<file path="config.mk">
export PLATFORM = sky130hd
export DESIGN_NAME = fetch_stage
export DESIGN_NICKNAME = d
export VERILOG_FILES = /design/src/rtl/fetch_pkg.sv /design/src/rtl/fetch_buf.sv /design/src/rtl/fetch_stage.sv
export SDC_FILE = /design/constraint.sdc
export NUM_CORES = 1
export LEC_CHECK = 0
export CAP_MARGIN = 15
export CORE_ASPECT_RATIO = 0.6
export CORE_MARGIN = 2
export CORE_UTILIZATION = 50
export CTS_CLUSTER_SIZE = 24
export DETAILED_ROUTE_END_ITERATION = 6
export DONT_BUFFER_PORTS = 1
export PLACE_DENSITY = 0.64
export SYNTH_ARGS = -nofsm -noshare
export SYNTH_HDL_FRONTEND = slang
export SYNTH_SLANG_ARGS = --single-unit
</file>
<file path="constraint.sdc">
create_clock -name clk -period 16.9 [get_ports clk]
set_input_delay 3.38 -clock clk [delete_from_list [all_inputs] [get_ports clk]]
set_output_delay 3.38 -clock clk [all_outputs]
set_load 0.1 [all_outputs]
</file>
<file path="src/rtl/fetch_pkg.sv">
// Shared constants and buffer entry type for the instruction fetch stage.
package fetch_pkg;

  localparam int unsigned FETCH_WIDTH    = 32;
  localparam int unsigned PC_INC         = 4;
  localparam int unsigned PC_READ_OFFSET = 8;

  typedef struct packed {
    logic [FETCH_WIDTH-1:0] instr;
    logic [FETCH_WIDTH-1:0] pc;
  } fetch_entry_t;

endpackage

</file>
<file path="src/rtl/fetch_buf.sv">
// Two-entry FIFO between instruction memory and decode; the head entry
// drives the decode outputs straight from flops.
module fetch_buf
  import fetch_pkg::*;
#(
  parameter type entry_t = fetch_entry_t
) (
  input  logic       clk,
  input  logic       reset,
  input  logic       push,
  input  entry_t     push_data,
  input  logic       pop,
  input  logic       flush,
  output entry_t     head,
  output logic [1:0] count
);

  entry_t mem [2];
  logic   rd_ptr;
  logic   wr_ptr;
  logic   do_pop;

  assign do_pop = pop & (count != 2'd0);
  assign head   = mem[rd_ptr];

  // When full, a push lands in the slot being popped in the same cycle.
  always_ff @(posedge clk or posedge reset) begin
    if (reset) begin
      mem[0] <= '0;
      mem[1] <= '0;
      rd_ptr <= 1'b0;
      wr_ptr <= 1'b0;
      count  <= 2'd0;
    end else if (flush) begin
      rd_ptr <= 1'b0;
      wr_ptr <= 1'b0;
      count  <= 2'd0;
    end else begin
      if (push) begin
        mem[wr_ptr] <= push_data;
        wr_ptr      <= ~wr_ptr;
      end
      if (do_pop) begin
        rd_ptr <= ~rd_ptr;
      end
      count <= count + {1'b0, push} - {1'b0, do_pop};
    end
  end

endmodule

</file>
<file path="src/rtl/fetch_stage.sv">
// Instruction fetch: owns the PC, issues word reads to a synchronous imem and
// hands {instr, pc} to decode, absorbing back-pressure in a 2-entry buffer.
module fetch_stage
  import fetch_pkg::*;
#(
  parameter int unsigned      WIDTH    = 32,
  parameter logic [WIDTH-1:0] RESET_PC = '0
) (
  input  logic             clk,
  input  logic             reset,
  output logic             imem_req,
  output logic [WIDTH-1:0] imem_addr,
  input  logic [WIDTH-1:0] imem_rdata,
  input  logic             redirect,
  input  logic [WIDTH-1:0] redirect_pc,
  output logic             dec_valid,
  input  logic             dec_ready,
  output logic [WIDTH-1:0] dec_instr,
  output logic [WIDTH-1:0] dec_pc,
  output logic [WIDTH-1:0] dec_pc_plus8
);

  typedef struct packed {
    logic [WIDTH-1:0] instr;
    logic [WIDTH-1:0] pc;
  } entry_t;

  logic [WIDTH-1:0] pc_q;
  logic [WIDTH-1:0] inflight_pc_q;
  logic             inflight_q;
  logic             kill_q;
  logic [1:0]       count;
  logic             pop;
  logic             push;
  logic [2:0]       occupancy;
  entry_t           push_data;
  entry_t           head;

  assign pop = dec_valid & dec_ready;

  // Entries held or owed after this cycle's pop; a new request must fit.
  assign occupancy = {1'b0, count} + {2'b00, inflight_q} - {2'b00, pop};
  assign imem_req  = !reset && !redirect && (occupancy < 3'd2);
  assign imem_addr = pc_q;

  assign push      = inflight_q & ~kill_q & ~redirect;
  assign push_data = '{instr: imem_rdata, pc: inflight_pc_q};

  fetch_buf #(
    .entry_t (entry_t)
  ) u_buf (
    .clk       (clk),
    .reset     (reset),
    .push      (push),
    .push_data (push_data),
    .pop       (pop),
    .flush     (redirect),
    .head      (head),
    .count     (count)
  );

  assign dec_valid    = (count != 2'd0);
  assign dec_instr    = head.instr;
  assign dec_pc       = head.pc;
  assign dec_pc_plus8 = head.pc + WIDTH'(PC_READ_OFFSET);

  always_ff @(posedge clk or posedge reset) begin
    if (reset) begin
      pc_q          <= RESET_PC;
      inflight_pc_q <= RESET_PC;
      inflight_q    <= 1'b0;
      kill_q        <= 1'b0;
    end else begin
      inflight_q <= imem_req;
      // Redirect already suppresses the request; kill guards the response anyway.
      kill_q     <= redirect & imem_req;
      if (imem_req) begin
        inflight_pc_q <= pc_q;
        pc_q          <= pc_q + WIDTH'(PC_INC);
      end
      if (redirect) begin
        pc_q <= redirect_pc & ~WIDTH'(3);
      end
    end
  end

endmodule
</file>
==> impl_results.md <==
* Ports at 198
* Arr. time, crit path at 6040 ps
* Global-route wire length before repair at 34,900 um
* GRT Resource Usage Total at 22.4%
* CTS Sinks at 190
* DIE AREA at 19,800 sq um
* Fin Setup TNS at 0 ps
* Seq/Total Area, Yosys at 51.0%
* Worst r2r path cells at 13
* DR iter-0 viols at 541
* Hold Crit Class: reg2reg
* Fraction of final layout cells with drive strength greater than 1 at 34.0%
* Actual slew at the worst max-slew pin at 1220 ps
* Critical Path Sink Type: output pin
* Status: finished, final reports clean
* Hold_buf cts at 0
* Root Buffer Master: clkbuf_16
* YS warnings at 0
* Initial DRT Pass Iterations at 5
* Setup Skew at 7.71 ps
* Number of cell rows at 38
* Final Hold Fails at 0
* Synth-to-Final Area Change at 11.7%
* Routed Antenna Nets at 0
* Post-CTS Setup Repair Bufs at 0
* Chip width at 180 um
* Most common cell after layout, fill and taps aside: dfrtp_1
* Core area at 18,200 sq um
* Netlist cell types at 52
* Fmax at 106 MHz
* Vias in the first global route at 6,559
* Mapped Cells at 822
* Maxcap violations at 0
* Minimum clock period at 9420 ps
* Max Root-Sink Buffers at 2
* Critical Path Source Type: input pin
* Routed via count at 6,446
* Worst R2R Setup Slack at 12,110 ps
* Final Setup Violations at 0
* Drt wl/cell at 20.3 um
* Placer Congestion at 0.863
* ANT cells at 0
* RSZ-0062 raised after global routing: no
* Die Span Y at 110 um
* Avg Cell Area, Syn at 11.3 sq um
* Final HPWL from detailed placement at 14,800 um
* Maximum net fanout on the critical path at 33
* Starting density of the core at 51.3%
* M3 GR Usage at 5.37%
* GR Overflow Total at 0
* CP required at 13,520 ps
* Largest net degree at the start of global routing at 117
* Total Wirelength at 21,900 um
* CTS tree: done
* FF+latch count, synth at 190
* Worst-path clk slew at 70 ps
* Fill count at 1,487
* Post_cts resized at 0
* Met1 Track Usage GR at 31.0%
* Crit path kind: in2out
* GR Util met2 at 35.6%
* Max Slew Vio Count at 0
* Initial antenna violation count at 0
* Post-Syn Area at 9320 sq um
* Skew-Pair Late Insertion Delay at 430 ps
* Crit share post-route at 55.8%
* # port buffers at 0
* Total CTS buffers at 17
* Drc violations at 0
* Nets at 899
* Slew headroom at 18.5%
* Hold Path Depth at 1
* Gr busiest metal: met2
* H-tree Lvls at 4
* Most frequent cells in the layout: dfrtp_1 (189), mux2_2 (179), nand2_1 (139)
* Vias per cell at 5.98
==> area by class of cell <==
class                           instances  area (sq um)  share of cell area [%]
Sequential cell                       190          4760                    45.7
Multi-Input combinational cell        569          4470                    42.9
Clock buffer                           19           453                    4.35
Tap cell                              240           300                    2.88
Timing Repair Buffer                   31           233                    2.23
Clock inverter                         13           131                    1.26
Inverter                               16          67.6                   0.649
==> through the flow <==
step           util (%)  instances  setup WS (ps)  instance area, sq um  hold WS (ps)
6_report           57.3       1078           7480                 10400           503
5_1_grt            57.3       1078           7410                 10400           520
4_1_cts            57.3       1078           7530                 10400           506
3_5_place_dp       54.1       1046           7540                  9830           491
3_3_place_gp       54.1       1046           7610                  9830           483
2_1_floorplan         -        828           7180                  9340           457
==> routing by layer <==
metal / wire length [um] / vias up
met5: 0 / -
met4: 167 / 0
met3: 1640 / 16
met2: 10300 / 254
met1: 9750 / 3258
li1: - / 2918
==> flip-flops by register name, summed over array words and instances (netlist names) <==
signal,count
imem_addr,30
inflight_pc_q,30
inflight_q,1
kill_q,1
u_buf.count,2
u_buf.mem,124
u_buf.rd_ptr,1
u_buf.wr_ptr,1
==> synth_stat cells (all sizes together) <==
master  count  area share, %
o311ai     14            1.3
a211oi      1          0.081
o211ai      1          0.081
or2         1          0.067
a21o        1          0.081
or4         2           0.16
and2        4           0.27
a22oi       9           0.72
ha          5           0.67
nand2b      1          0.067
nand3      32            1.7
inv        16           0.64
mux2i       7           0.75
dfrtp     190             51
a31o        5           0.47
clkbuf     15           0.60
nor3        7           0.38
conb        1          0.040
a222oi      1           0.11
a211o       1          0.094
nor2       21           0.85
nand4      20            1.5
a21oi       7           0.38
and3b       1          0.094
buf        38            2.2
fa          1           0.21
a31oi       7           0.47
nor2b       4           0.27
nand3b      6           0.48
nand4b      6           0.56
a32oi       2           0.19
nand2     140            5.7
nor3b       1          0.081
a221o       5           0.54
xor2       10           0.94
and3        7           0.47
or3         4           0.27
and4        2           0.19
o21bai      1          0.081
o21ai      19            1.0
xnor2      20            1.9
mux2      179             22
nor4        4           0.43
a221oi      1          0.094
a41oi       2           0.19
==> critical path: stages <==
cell and delay (ps):
and2_1 160, ha_1 290, inv_1 80, nand2_1 60
fa_1 480, nand2b_1 200, or3_2 510, inv_2 250
buf_4 570
==> final timing paths <==
path / startpoint / end
hold reg to reg: u_buf.mem[102] / u_buf.mem[102]
min in group asynchronous: reset / u_buf.count[0]
hold / removal: u_buf.mem[102] / u_buf.mem[102]
max in group asynchronous: reset / u_buf.mem[10]
setup reg to reg: u_buf.count[1] / imem_addr[12]
setup / recovery: dec_ready / imem_req
==> cell families (layout without fill, tap and decap cells) <==
family | after synthesis | after routing | synth area share, %
other | 1 | 7 | 0.0402
buffers and inverters | 69 | 79 | 3.44
adders and majority gates | 6 | 6 | 0.886
and+or+nand+nor | 263 | 263 | 13.5
xor gates and xnor gates | 30 | 30 | 2.82
AOI/OAI and AO/OA | 77 | 77 | 5.91
DFF | 190 | 190 | 51.0
muxes | 186 | 186 | 22.4
Power is not shown: default switching activity piles up to over one toggle a cycle in this logic, so the estimate is an artifact.
